`src/rtl/game_timer_pkg.sv`:
```
// Shared definitions for the game timer: FSM state encoding, BCD digit width
// and a helper that turns a binary second count into two BCD digits.
package game_timer_pkg;

  localparam int BCD_W = 4;

  typedef enum logic [1:0] {
    ST_IDLE   = 2'd0,
    ST_RUN    = 2'd1,
    ST_PAUSED = 2'd2,
    ST_DONE   = 2'd3
  } state_t;

  function automatic logic [2*BCD_W-1:0] toBcd(input int unsigned value);
    logic [BCD_W-1:0] tens;
    logic [BCD_W-1:0] ones;
    tens = BCD_W'(value / 10);
    ones = BCD_W'(value % 10);
    return {tens, ones};
  endfunction

endpackage

```
`src/rtl/game_timer_tick_sync.sv`:
```
// Brings the asynchronous 1 s clock into the clk domain and turns each of its
// rising edges into a single-cycle tick.
module tick_sync #(
  parameter int SYNC_STAGES = 2
) (
  input  logic clk,
  input  logic rst,
  input  logic sec_in,
  output logic o_tick
);

  logic [SYNC_STAGES-1:0] r_sync;
  logic                   r_delay;

  always_ff @(posedge clk or posedge rst) begin
    if (rst) begin
      r_sync  <= '0;
      r_delay <= 1'b0;
    end else begin
      r_sync  <= {r_sync[SYNC_STAGES-2:0], sec_in};
      r_delay <= r_sync[SYNC_STAGES-1];
    end
  end

  // Rising edge of the synchronised level; falling edges never produce a tick.
  assign o_tick = r_sync[SYNC_STAGES-1] & ~r_delay;

endmodule

```
`src/rtl/game_timer.sv`:
```
// Round timer: counts GAME_SECS down in BCD on each second tick and flags end of round.
// Optional low-time warning output is built only when TIMER_WARN_EN is defined.
module game_timer
  import game_timer_pkg::*;
#(
  parameter int GAME_SECS   = 30,
  parameter int SYNC_STAGES = 2,
  parameter int WARN_SECS   = 5
) (
  input  logic             clk,
  input  logic             rst,
  input  logic             sec_in,
  input  logic             start,
  input  logic             pause,
  output logic [BCD_W-1:0] secs_tens,
  output logic [BCD_W-1:0] secs_ones,
  output logic             running,
  output logic             time_up,
  output logic             expired,
  output logic             warn
);

  localparam logic [2*BCD_W-1:0] LOAD_BCD  = toBcd(GAME_SECS);
  localparam logic [BCD_W-1:0]   LOAD_TENS = LOAD_BCD[2*BCD_W-1:BCD_W];
  localparam logic [BCD_W-1:0]   LOAD_ONES = LOAD_BCD[BCD_W-1:0];

  if (GAME_SECS < 1 || GAME_SECS > 99 || SYNC_STAGES < 2 ||
      WARN_SECS < 1 || WARN_SECS > GAME_SECS) begin : g_badParams
    $error("game_timer: illegal parameter value");
  end

  state_t           r_state;
  state_t           w_nextState;
  logic [BCD_W-1:0] r_tens;
  logic [BCD_W-1:0] r_ones;
  logic [BCD_W-1:0] w_nextTens;
  logic [BCD_W-1:0] w_nextOnes;
  logic             r_running;
  logic             r_timeUp;
  logic             r_expired;
  logic             w_tick;
  logic             w_load;
  logic             w_dec;
  logic             w_done;
  logic             w_atOne;

  tick_sync #(
    .SYNC_STAGES(SYNC_STAGES)
  ) u_tickSync (
    .clk    (clk),
    .rst    (rst),
    .sec_in (sec_in),
    .o_tick (w_tick)
  );

  assign w_atOne = (r_tens == '0) && (r_ones == BCD_W'(1));

  always_ff @(posedge clk or posedge rst) begin
    if (rst) begin
      r_state <= ST_IDLE;
    end else begin
      r_state <= w_nextState;
    end
  end

  // Pause takes priority over a coincident tick; start only acts from IDLE/DONE.
  always_comb begin
    w_nextState = r_state;
    w_load      = 1'b0;
    w_dec       = 1'b0;
    w_done      = 1'b0;
    unique case (r_state)
      ST_IDLE, ST_DONE: begin
        if (start) begin
          w_nextState = ST_RUN;
          w_load      = 1'b1;
        end
      end
      ST_RUN: begin
        if (pause) begin
          w_nextState = ST_PAUSED;
        end else if (w_tick) begin
          w_dec = 1'b1;
          if (w_atOne) begin
            w_nextState = ST_DONE;
            w_done      = 1'b1;
          end
        end
      end
      ST_PAUSED: begin
        if (!pause) begin
          w_nextState = ST_RUN;
        end
      end
      default: w_nextState = ST_IDLE;
    endcase
  end

  always_comb begin
    w_nextTens = r_tens;
    w_nextOnes = r_ones;
    if (w_load) begin
      w_nextTens = LOAD_TENS;
      w_nextOnes = LOAD_ONES;
    end else if (w_dec) begin
      if (r_ones == '0) begin
        w_nextOnes = BCD_W'(9);
        w_nextTens = r_tens - BCD_W'(1);
      end else begin
        w_nextOnes = r_ones - BCD_W'(1);
      end
    end
  end

  always_ff @(posedge clk or posedge rst) begin
    if (rst) begin
      r_tens    <= LOAD_TENS;
      r_ones    <= LOAD_ONES;
      r_running <= 1'b0;
      r_timeUp  <= 1'b0;
      r_expired <= 1'b0;
    end else begin
      r_tens    <= w_nextTens;
      r_ones    <= w_nextOnes;
      r_running <= (w_nextState == ST_RUN);
      r_timeUp  <= w_done;
      r_expired <= (w_nextState == ST_DONE);
    end
  end

`ifdef TIMER_WARN_EN
  localparam logic [2*BCD_W-1:0] WARN_BCD  = toBcd(WARN_SECS);
  localparam logic [BCD_W-1:0]   WARN_TENS = WARN_BCD[2*BCD_W-1:BCD_W];
  localparam logic [BCD_W-1:0]   WARN_ONES = WARN_BCD[BCD_W-1:0];

  logic r_warn;
  logic w_lowTime;
  logic w_active;

  assign w_lowTime = (w_nextTens < WARN_TENS) ||
                     ((w_nextTens == WARN_TENS) && (w_nextOnes <= WARN_ONES));
  assign w_active  = (w_nextState == ST_RUN) || (w_nextState == ST_PAUSED);

  always_ff @(posedge clk or posedge rst) begin
    if (rst) begin
      r_warn <= 1'b0;
    end else begin
      r_warn <= w_active && w_lowTime;
    end
  end

  assign warn = r_warn;
`else
  assign warn = 1'b0;
`endif

  assign secs_tens = r_tens;
  assign secs_ones = r_ones;
  assign running   = r_running;
  assign time_up   = r_timeUp;
  assign expired   = r_expired;

endmodule

```
`config.mk`:
```
export PLATFORM = sky130hd
export DESIGN_NAME = game_timer
export DESIGN_NICKNAME = d
export VERILOG_FILES = /design/src/rtl/game_timer_pkg.sv /design/src/rtl/game_timer_tick_sync.sv /design/src/rtl/game_timer.sv
export SDC_FILE = /design/constraint.sdc
export NUM_CORES = 1
export LEC_CHECK = 0
export ABC_AREA = 1
export ABC_CLOCK_PERIOD_IN_PS = 2000
export BUFFER_PORTS_ARGS = -buffer_cell sky130_fd_sc_hd__buf_2
export CORE_ASPECT_RATIO = 0.9
export CORE_MARGIN = 3
export CORE_UTILIZATION = 60
export CTS_BUF_LIST = sky130_fd_sc_hd__clkbuf_2
export DETAILED_ROUTE_END_ITERATION = 10
export PLACE_DENSITY = 0.85
export SLEW_MARGIN = 5
export SYNTH_ARGS = -nofsm -noshare
export SYNTH_HDL_FRONTEND = slang
export SYNTH_HIERARCHICAL = 1
export SYNTH_SLANG_ARGS = --single-unit
export TNS_END_PERCENT = 10
```
`constraint.sdc`:
```
create_clock -name clk -period 2 [get_ports clk]
set_input_delay 0.3 -clock clk [delete_from_list [all_inputs] [get_ports clk]]
set_output_delay 0.3 -clock clk [all_outputs]
set_load 0.01 [all_outputs]
```
# --- After elaboration in Yosys (flattened, before gate mapping) ---
# Cells that the tools add are included.
classes:
  n_addsub: 2
  mux: 21
  mul: 0
  eq_ne: 6
  div_mod_pow: 0
  n_lt_le_gt_ge: 0
  n_reduce_logical: 8
  bitwise_logic: 2
  n_shift: 0
op_table:
  columns: ["op", "count"]
  rows:
  - ["4-bit two-way mux", 6]
  - ["2-bit two-way mux", 5]
  - ["1-bit two-way mux", 9]
  - ["4-bit logical NOT", 2]
  - ["4-bit by 1-bit subtractor with 4-bit output (second input constant)", 2]
  - ["2-bit == test (second input constant)", 3]
  - ["2-bit one-hot mux with 3 select lines", 1]
  - ["2-bit by 1-bit == test with 1-bit output (second input constant)", 2]
  - ["4-bit by 1-bit == test with 1-bit output (second input constant)", 1]
  - ["2-bit nonzero test", 2]
  - ["2-bit logical NOT", 1]
  - ["2-bit AND reduction", 1]
  - ["2-bit OR reduction", 1]
  - ["1-bit bitwise AND", 1]
  - ["1-bit logical AND", 1]
  - ["1-bit NOT", 1]
totals:
  in_bits: 5
  romBits: 0
  latch_bits: 0
  memories: 0
  out_inout_bits: 12
  ram_bits: 0
  word_cells: 47
  ff_bits: 16

# --- Depth between registers and ports, before layout ---
# Gate-level depths: netlist of the first run.
logic_depth:
  depth_word: 7
  ltp_mapped: 9
  depth_no_buf: 9

# --- Cells and area by module ---
# Netlist of the first run, hierarchy kept.
modules_own_cells:
  columns: ["module", "cells_per_inst", "seq_area_each_um2", "area_per_inst_um2", "instances"]
  rows:
  - ["game_timer", 107, 327.8, 813.3, 1]
  - ["tick_sync", 6, 75.1, 88.8, 1]

# --- Least setup slack after synthesis of the first run ---
# No wires, ideal clock.
synth_path:
  path_kind: "flip-flop to flip-flop"
  start: "register r_state[0]"
  end: "register r_tens[2], in the netlist secs_tens[2]"
  setup_time_ps: 76
  required_time_ps: 1924
  path_stages_with_launch: 8
  synth_period_minus_slack_ps: 1312
  slack_ps: 688
  n_path_buf: 0
  arrival_time_ps: 1236
  path_cell_list: "dfrtp_1 > inv_1 > ha_1 > nand2_4 > inv_2 > o21ai_2 > nand2_1 > o21ai_1"
synth_between:
  elab_chain_len: 5
  elab_cells_between_ends: 10
  classes_between: "eq/ne: 2; mux: 3; reduce/logical: 5"
synth_rtl:
  columns: ["item", "line", "rtl"]
  rows:
  - ["from (decl)", "game_timer.sv:32", "state_t r_state;"]
  - ["from (signal assigned)", "game_timer.sv:62", "r_state <= w_nextState;"]
  - ["2-bit == test / 2-bit logical NOT (equally long branches)", "game_timer.sv:72", "unique case (r_state)"]
  - ["2-bit OR reduction", "game_timer.sv:72", null]
  - ["1-bit two-way mux", "game_timer.sv:72", null]
  - ["2-bit nonzero test (no source line)", null, null]
  - ["2-bit AND reduction (no source line)", null, null]
  - ["to (signal assigned)", "game_timer.sv:123", "r_tens <= w_nextTens;"]
  - ["to (decl)", "game_timer.sv:34", "logic [BCD_W-1:0] r_tens;"]
# Parallel ways exist; a longest one is shown, timed or not.
# A chain may end at the register's enable or synchronous reset.

# --- Worst setup path in the final report of the first run ---
# Ends and elaborated chain as after synthesis.

==> results of run 1 <==
## power by group
group / leakage (uW) / total, uW / internal, uW / switching (uW)
registers: 0.000201 / 524 / 437 / 86.8
logic: 0.000371 / 858 / 306 / 552
clock network: 0.0000140 / 149 / 43.5 / 105
## through the flow
step | cells | area, um^2 | power (uW)
after floorplan | 113 | 902 | 1180
after global placement | 141 | 987 | 1350
after detailed placement | 141 | 987 | 1390
after CTS | 146 | 1020 | 1540
after global routing | 146 | 1020 | 1690
final | 146 | 1020 | 1530
## layout make-up
type	instances	share of cell area
timing repair buffer	16	0.0837
clock buffer	3	0.0148
tap	14	0.0172
clock inverter	1	0.00369
multi-input combinational	72	0.395
sequential	16	0.397
inverter	24	0.0887
## registers in the layout (all words and copies together), names as in the netlist
signal              cells
running                 1
expired                 1
time_up                 1
u_tickSync/r_delay      1
secs_tens               4
u_tickSync/r_sync       2
r_state                 2
secs_ones               4
## cells by family after synthesis
group | count (synthesis) | synth area share
adders and majority gates | 3 | 0.0416
buffers and inverters | 25 | 0.108
xor gates and xnor gates | 1 | 0.00971
other | 1 | 0.00416
DFF | 16 | 0.447
and+or+nand+nor | 55 | 0.301
AOI/OAI and AO/OA | 12 | 0.0888
## Yosys cell counts
| cell type | number | area [um^2] |
|---|---|---|
| a21oi_1 | 3 | 15.0 |
| buf_4 | 1 | 7.51 |
| conb_1 | 1 | 3.75 |
| dfrtp_1 | 14 | 350 |
| dfstp_2 | 2 | 52.6 |
| ha_1 | 3 | 37.5 |
| inv_1 | 17 | 63.8 |
| inv_2 | 7 | 26.3 |
| nand2_1 | 27 | 101 |
| nand2_2 | 2 | 12.5 |
| nand2_4 | 4 | 45.0 |
| nand3_1 | 4 | 20.0 |
| nand3_2 | 1 | 10.0 |
| nor2_1 | 11 | 41.3 |
| nor2_2 | 4 | 25.0 |
| nor2_4 | 1 | 11.3 |
| nor3_1 | 1 | 5.00 |
| o21ai_0 | 2 | 10.0 |
| o21ai_1 | 3 | 15.0 |
| o21ai_2 | 2 | 17.5 |
| o21ai_4 | 1 | 16.3 |
| o22ai_1 | 1 | 6.26 |
| xor2_1 | 1 | 8.76 |
## how the worst min path moves through the flow
stage / to / slack [ps] / start / cells past startpoint
after detailed placement: u_tickSync/r_sync[0] / 180 / rst / 2
final: u_tickSync/r_sync[0] / 120 / sec_in / 1
after global placement: u_tickSync/r_sync[0] / 170 / rst / 2
after global routing: u_tickSync/r_sync[0] / 70 / sec_in / 1
after floorplan: u_tickSync/r_delay / 50 / rst / 1
after CTS: u_tickSync/r_sync[0] / 110 / sec_in / 1
## per-layer routing
layer / vias to the layer above / routed length, um
met2: 21 / 818
met1: 313 / 723
met3: 3 / 90
met5: - / 0
met4: 0 / 13
li1: 376 / -
==> run_results.csv, run 1 <==
group,metric,value,unit
floorplan,die_h,42.8,um
cells_and_area,ff_latch_area,403,um^2
power,leakage,0.000586,uW
floorplan,boundaryPins,17,
logic_synthesis,syn-num-nets,121,
placement,hpwl,1340,um
setup_path,cp_max_fo,7,
setup_path,r2r_start,"r_state[0]",
global_route,grt_max_degree,14,
setup_path,r2r_slack,470,ps
clock_tree,htreeDepth,1,
floorplan,row_count,12,
cells_and_area,drive_gt1_frac,0.318,
route,via_per_inst,4.88,
global_route,antenna_found_initial,0,
sta,max_freq,654,MHz
floorplan,initial_core_util,0.683,
cells_and_area,multi_input_area,402,um^2
setup_path,arrival,1750,ps
sta,finClkSkew,33.2,ps
cells_and_area,fill_cells,102,
cells_and_area,diodes,0,
clock_tree,root_buffer,"clkbuf_2",
route,vias,713,
clock_tree,insertion_delay,310,ps
logic_synthesis,syn_inst,113,
logic_synthesis,ys_types,23,
sta,relSlewSlack,0.665,
placement,place.gp.congestion,0.814,
sta,grt_setup_unrepaired,"false",
route,first_iter_violations,20,
clock_tree,postCtsSetupBuffers,0,
sta,period_share,0.764,
route,drc,0,
setup_path,crit_cells,7,
cells_and_area,fin_util,0.769,
setup_path,end_kind,"register",
sta,fin_crit,1530,ps
cells_and_area,syn_to_final_growth,12.6,%
setup_path,crit_start,"r_state[0]",
setup_path,crit_chain,"inv_1 -> ha_1 -> nand2_4 -> inv_2 -> o21ai_2 -> nand2_1 -> o21ai_1",
setup_path,critPathLaunchType,"register",
setup_path,r2r_cells,7,
placement,dp_slack,548,ps
clock_tree,clk_pin_slew,180,ps
clock_tree,cts_hold_buf,1,
sta,worst_slack,472,ps
sta,slew_viol_final,0,
setup_path,r2r-end,"secs_tens[2]",
route,avgRoutedWirePerCell,11.3,um
cells_and_area,layout_commonest_cell,"nand2_1",
cells_and_area,layout_common_cells,"nand2_1 (27), inv_1 (17), buf_2 (15)",
sta,worst_pin_slew,502,ps
clock_tree,clock_path_buffers,2,
clock_tree,cts-resized-gates,0,
sta,whs,117,ps
logic_synthesis,ys_warn_count,6,
sta,hold_viol,0,
cells_and_area,layout.nets,141,
sta,fin_setup_tns,0,ps
global_route,overflow,0,
flow_run,max_cap_viol_count,0,
setup_path,critical_path.max_stage_delay,410,ps
setup_path,crit_buf_inv,2,
logic_synthesis,syn_area_per_cell,7.98,um^2
global_route,grt_use_total,0.202,
sta,setup_viol,0,
min_path,hp-class,"in2reg",
logic_synthesis,ys_ff_latch,16,
global_route,grt_use_met2,0.325,
clock_tree,clkSinkCount,16,
logic_synthesis,ys_seq_area_frac,0.447,
setup_path,crit_end,"secs_tens[2]",
setup_path,worstSetupPathType,"reg2reg",
clock_tree,cts_tree,"yes",
global_route,met1_usage,0.266,
placement,io_buffers,15,
setup_path,cpMaxStageDelayCell,"dfrtp_1",
power,power.density,1510,mW/mm^2
global_route,grt_pass1_vias,681,
floorplan,core_area,0.00132,mm^2
outcome,status,"complete, no violations",
route,drt-total-wl,1650,um
setup_path,cp.required,2220,ps
route,dr.pass1.iters,4,
route,ant_nets,0,
power,peakVddDrop,869,uV
floorplan,die_w,46.9,um
global_route,met3_usage,0.0636,
clock_tree,numCtsBuffers,3,
floorplan,die-area,0.00201,mm^2
global_route,grt.busiest_layer,"met2",
global_route,grt_pass1_wl,2910,um
setup_path,crit_family,"flip-flops",
logic_synthesis,syn_area,902,um^2
(Power assumes the default switching activity.)
==> inputs of run 2 (changes only) <==
--- a/config.mk
+++ b/config.mk
@@ -5,15 +5,15 @@
 export SDC_FILE = /design/constraint.sdc
 export NUM_CORES = 1
 export LEC_CHECK = 0
-export ABC_AREA = 1
-export ABC_CLOCK_PERIOD_IN_PS = 2000
+export ABC_AREA = 0
+export ABC_CLOCK_PERIOD_IN_PS = 1290
 export BUFFER_PORTS_ARGS = -buffer_cell sky130_fd_sc_hd__buf_2
 export CORE_ASPECT_RATIO = 0.9
 export CORE_MARGIN = 3
-export CORE_UTILIZATION = 60
+export CORE_UTILIZATION = 49
 export CTS_BUF_LIST = sky130_fd_sc_hd__clkbuf_2
 export DETAILED_ROUTE_END_ITERATION = 10
-export PLACE_DENSITY = 0.85
+export PLACE_DENSITY = 0.76
 export SLEW_MARGIN = 5
 export SYNTH_ARGS = -nofsm -noshare
 export SYNTH_HDL_FRONTEND = slang
==> constraint.sdc (replaced) <==
create_clock -name clk -period 1.29 [get_ports clk]
set_input_delay 0.1935 -clock clk [delete_from_list [all_inputs] [get_ports clk]]
set_output_delay 0.1935 -clock clk [all_outputs]
set_load 0.01 [all_outputs]
==> run_results.csv, run 2 <==
group,metric,value,unit
outcome,status,"finished with violations",
outcome,violations,"negative setup slack",
cells_and_area,layout_commonest_cell,"buf_4",
logic_synthesis,synth_area_leaders,"dfrtp_1 (44%), dfstp_2 (6.6%), ha_1 (4.7%)",
flow_run,max_cap_viol_count,0,
global_route,grt_pass1_wl,3390,um
cells_and_area,multi_input_area,415,um^2
power,pwr-share-clk,0.098,
logic_synthesis,ys_ff_latch,16,
global_route,antenna_found_initial,0,
power,comb_power_share,0.579,
cells_and_area,fill_cells,93,
route,avgRoutedWirePerCell,14.9,um
floorplan,die_w,48.4,um
power,power.density,2000,mW/mm^2
logic_synthesis,synth_top_family_by_area,"simple AND/OR/NAND/NOR gates",
clock_tree,root_buffer,"clkbuf_2",
clock_tree,insertion_delay,300,ps
clock_tree,htreeDepth,1,
route,via_per_inst,5.13,
logic_synthesis,synth_commonest_cells,"dfrtp_1 (14), inv_1 (9), nand2_1 (8), a21oi_1 (5), nor2_1 (4)",
clock_tree,clkSinkCount,16,
setup_path,end_kind,"register",
power,pwr-share-seq,0.324,
logic_synthesis,synth_top_area_cell,"dfrtp_1",
cells_and_area,drive_gt1_frac,0.522,
logic_synthesis,syn-num-nets,84,
setup_path,cp.required,1480,ps
placement,place.gp.congestion,0.761,
route,dr.pass1.iters,4,
global_route,grt_pass1_vias,785,
setup_path,worstSetupPathType,"reg2reg",
logic_synthesis,ys.flop_type,"dfrtp_1",
clock_tree,clk_pin_slew,150,ps
logic_synthesis,synthSimpleGateAreaFrac,0.243,
sta,fin_crit,1790,ps
setup_path,arrival,1980,ps
sta,worst_pin_slew,508,ps
power,leakage,0.000575,uW
clock_tree,numCtsBuffers,3,
sta,hold_viol,0,
floorplan,die_h,44.2,um
logic_synthesis,synth_most_common_cell,"dfrtp_1",
logic_synthesis,ys_seq_area_frac,0.508,
logic_synthesis,synth_mux_area_frac,0,
logic_synthesis,synth-compound-area-share,0.104,
floorplan,die-area,0.00214,mm^2
sta,grt_setup_unrepaired,"true",
power,p_int,1450,uW
logic_synthesis,syn_inst,76,
logic_synthesis,yosys.area_share.adder,0.0473,
logic_synthesis,syn_area_per_cell,10.4,um^2
cells_and_area,ff_latch_area,404,um^2
cells_and_area,syn_to_final_growth,47.2,%
sta,worst_slack,-502,ps
min_path,hp-class,"in2reg",
floorplan,initial_core_util,0.536,
cells_and_area,layout.nets,122,
route,drt-total-wl,2010,um
sta,finClkSkew,7.54,ps
sta,slew_viol_final,0,
power,p_switching,878,uW
floorplan,boundaryPins,17,
floorplan,row_count,13,
global_route,overflow,0,
placement,hpwl,1440,um
setup_path,critPathLaunchType,"register",
sta,relSlewSlack,0.661,
route,first_iter_violations,7,
placement,io_buffers,15,
logic_synthesis,ys_async_sr_fraction,1.00,
sta,period_share,1.39,
cells_and_area,diodes,0,
setup_path,cp_max_fo,5,
logic_synthesis,ys_warn_count,6,
logic_synthesis,synth-xor-area-share,0.0221,
power,peakVddDrop,1490,uV
global_route,grt_max_degree,14,
sta,max_freq,558,MHz
sta,setup_viol,13,
sta,whs,185,ps
cells_and_area,layout_common_cells,"buf_4 (16), dfrtp_1 (13), buf_2 (12)",
route,drc,0,
global_route,grt_use_total,0.215,
sta,fin_setup_tns,-2450,ps
clock_tree,cts_tree,"yes",
logic_synthesis,ys_types,31,
floorplan,core_area,0.00148,mm^2
route,vias,693,
power,switching_share,0.377,
clock_tree,clock_path_buffers,2,
route,ant_nets,0,
logic_synthesis,syn_area,793,um^2
logic_synthesis,synth_edf_count,0,
logic_synthesis,synth_top_area_frac,0.442,
run 2: cell types whose count changed after synthesis, sizes merged, moves of 2 or more:
cell,change
nand2,-25
inv,-15
nor2,-12
o21ai,-6
nand3,-4
nor2b,+3
a21oi,+2
and2,+2
o211ai,+2
or4,+2
xnor2,+2
run 2: path summary, 6_finish.rpt:
path                                       from                    to  slack, ps  cells after the start
min reg2reg                u_tickSync/r_sync[0]  u_tickSync/r_sync[1]        380                      0
max                                  r_state[1]          secs_tens[3]       -500                      7
min                                       start          secs_tens[0]        180                      3
max in group asynchronous                   rst          secs_tens[0]        470                      3
min in group asynchronous                   rst  u_tickSync/r_sync[0]        290                      3
max reg2reg                          r_state[1]          secs_tens[3]       -500                      7
run 2: final cells by class:
class / count / area share
clock buffer: 3 / 0.0129
clock inverter: 1 / 0.00322
inverter: 9 / 0.0289
multi-input combinational: 48 / 0.356
sequential: 16 / 0.346
tap: 22 / 0.0236
timing repair buffer: 36 / 0.229
run 2: logic make-up (layout without fill, tap and decap cells):
family          Yosys count  in the layout
compound gates           13             13
simple gates             29             29
other cells               1              1
xor+xnor                  2              2
flops                    16             16
buf+inv                  12             49
fa+ha+maj                 3              3
run 2: metal layers:
metal  part of all wire  vias to the layer above  GRT usage
met5                  0                        -          0
met4              0.037                        0      0.125
met3              0.050                       10     0.0673
met2               0.53                       27      0.404
met1               0.39                      329      0.215
li1                   -                      327          -
run 2: power groups by stage:
stage,logic [uW],clock network (uW),registers [uW]
floorplan,550,0,813
global placement,1040,0,737
detailed placement,1090,0,751
CTS,1270,242,742
global route,1470,256,772
finish,1350,228,754
run 2: timing repair:
action	4_1_cts	5_1_grt
hold endpoints to repair	15	0
hold buffers	2	0
endpoints found under the setup margin	14	16
gates resized for setup	11	11
pin swaps	6	3
buffers inserted	1	0
run 2: worst max-delay path: stages (launching register included):
cell,delay [ps]
dfrtp_1,420
inv_2,80
ha_4,140
nand4bb_4,110
or4_4,430
buf_4,170
o211ai_1,240
nand2_1,100
run 2: stage by stage:
| step | setup WS [ps] | instance area, um^2 | utilization | instances | power (uW) |
|---|---|---|---|---|---|
| 6_report | -502 | 1170 | 0.789 | 135 | 2330 |
| 5_1_grt | -507 | 1170 | 0.789 | 135 | 2500 |
| 4_1_cts | -419 | 1120 | 0.760 | 135 | 2260 |
| 3_5_place_dp | -462 | 1020 | 0.690 | 128 | 1840 |
| 3_3_place_gp | -412 | 1020 | 0.690 | 128 | 1780 |
| 2_1_floorplan | -581 | 806 | - | 76 | 1360 |
==> inputs of run 3 (changes only) <==
--- a/config.mk
+++ b/config.mk
@@ -13,7 +13,7 @@
 export CORE_UTILIZATION = 49
 export CTS_BUF_LIST = sky130_fd_sc_hd__clkbuf_2
 export DETAILED_ROUTE_END_ITERATION = 10
-export PLACE_DENSITY = 0.76
+export PLACE_DENSITY_LB_ADDON = 0.2
 export SLEW_MARGIN = 5
 export SYNTH_ARGS = -nofsm -noshare
 export SYNTH_HDL_FRONTEND = slang
==> run_results.csv, run 3 (synthesized netlist as in run 2, its figures left out) <==
group,metric,value,unit
outcome,violations,"negative setup slack",
clock_tree,root_buffer,"clkbuf_2",
floorplan,boundaryPins,17,
cells_and_area,diodes,0,
sta,setup_viol,13,
floorplan,die-area,0.00214,mm^2
clock_tree,clock_path_buffers,2,
setup_path,cp.required,1540,ps
sta,period_share,1.33,
sta,slew_viol_final,0,
clock_tree,clk_pin_slew,150,ps
cells_and_area,fin_util,0.773,
setup_path,crit_buf_inv,1,
placement,place.gp.congestion,0.791,
power,power.density,1990,mW/mm^2
min_path,hp-class,"in2reg",
sta,relSlewSlack,0.658,
sta,grt_setup_unrepaired,"true",
power,leakage,0.000579,uW
route,drc,0,
setup_path,r2r_slack,-420,ps
sta,hold_viol,0,
sta,worst_slack,-420,ps
setup_path,cp_max_fo,2,
global_route,met1_usage,0.227,
route,first_iter_violations,15,
setup_path,r2r_start,"r_state[1]",
clock_tree,insertion_delay,290,ps
min_path,hold_end,"secs_tens[0]",
global_route,antenna_found_initial,0,
setup_path,crit_start,"r_state[1]",
global_route,grt_pass1_vias,699,
setup_path,end_kind,"register",
floorplan,core_area,0.00148,mm^2
global_route,grt_use_met2,0.349,
clock_tree,numCtsBuffers,3,
cells_and_area,syn_to_final_growth,44.2,%
sta,fin_crit,1710,ps
cells_and_area,fill_cells,97,
clock_tree,clkSinkCount,16,
clock_tree,cts_tree,"yes",
cells_and_area,layout_commonest_cell,"buf_4",
global_route,grt.busiest_layer,"met2",
route,dr.pass1.iters,5,
global_route,grt_use_total,0.192,
cells_and_area,layout_common_cells,"buf_4 (15), dfrtp_1 (13), buf_2 (13)",
floorplan,die_w,48.4,um
floorplan,row_count,13,
setup_path,r2r-end,"secs_tens[3]",
power,p_total,2270,uW
setup_path,critPathLaunchType,"register",
placement,dp_slack,-463,ps
setup_path,worstSetupPathType,"reg2reg",
global_route,grt_pass1_wl,3090,um
global_route,overflow,0,
setup_path,crit_family,"simple AND/OR/NAND/NOR gates",
floorplan,die_h,44.2,um
clock_tree,htreeDepth,1,
route,vias,664,
cells_and_area,drive_gt1_frac,0.500,
cells_and_area,layout.nets,121,
min_path,worstHoldPathCells,3,
global_route,met3_usage,0.0370,
min_path,holdCritStartpoint,"start",
sta,worst_pin_slew,512,ps
outcome,status,"finished with violations",
sta,fin_setup_tns,-2450,ps
power,peakVddDrop,1450,uV
sta,whs,181,ps
route,via_per_inst,4.96,
route,avgRoutedWirePerCell,13.5,um
floorplan,initial_core_util,0.536,
sta,finClkSkew,2.58,ps
setup_path,cpMaxStageDelayCell,"dfrtp_1",
flow_run,max_cap_viol_count,0,
setup_path,r2r_cells,6,
global_route,grt_max_degree,14,
setup_path,critical_path.max_stage_delay,420,ps
setup_path,arrival,1960,ps
route,ant_nets,0,
placement,hpwl,1350,um
placement,io_buffers,15,
route,drt-total-wl,1800,um
setup_path,crit_chain,"inv_2 -> ha_4 -> nand4bb_4 -> or4_4 -> or4_1 -> nand2_1",
sta,max_freq,585,MHz
## run 3: report_power, final
part | total, uW | internal [uW] | switching, uW
registers | 750 | 654 | 96.3
clock network | 226 | 67.4 | 159
logic | 1300 | 715 | 583
total | 2270 | 1440 | 838
## run 3: worst max path at each step
stage,to,cells past startpoint
after floorplan,secs_tens[3],7
after CTS,secs_tens[3],6
after global placement,secs_tens[3],6
after global routing,secs_tens[3],6
after detailed placement,secs_tens[3],5
final,secs_tens[3],6
## run 3: area by class of cell
class	count	area, um^2	area share
Clock buffer	3	15.0	0.0131
Clock inverter	1	3.75	0.00328
Inverter	9	33.8	0.0295
Multi-Input combinational cell	48	405	0.354
Sequential cell	16	404	0.353
Tap cell	22	27.5	0.0241
Timing Repair Buffer	35	254	0.222
## run 3: timing repair
action                                  in CTS  in global routing
hold buffers                                 2                  0
gates resized for setup                      5                 12
buffers inserted                             1                  0
hold endpoints to repair                    15                  0
gates cloned                                 0                  0
endpoints found under the setup margin      13                 16
pin swaps                                    6                  1
## run 3: stage by stage
stage               instances  area (um^2)
floorplan                  76          806
global placement          127         1010
detailed placement        127         1010
CTS                       134         1100
global route              134         1140
finish                    134         1140
## run 3: routing by layer
| metal | vias up | wire length (um) |
|---|---|---|
| li1 | 325 | - |
| met1 | 317 | 812 |
| met2 | 17 | 889 |
| met3 | 5 | 69 |
| met4 | 0 | 32 |
| met5 | - | 0 |
## run 3: worst register-to-register path, cell delays in order (launching register included)
cell	delay [ps]
dfrtp_1	420
inv_2	80
ha_4	150
nand4bb_4	100
or4_4	420
or4_1	410
nand2_1	70
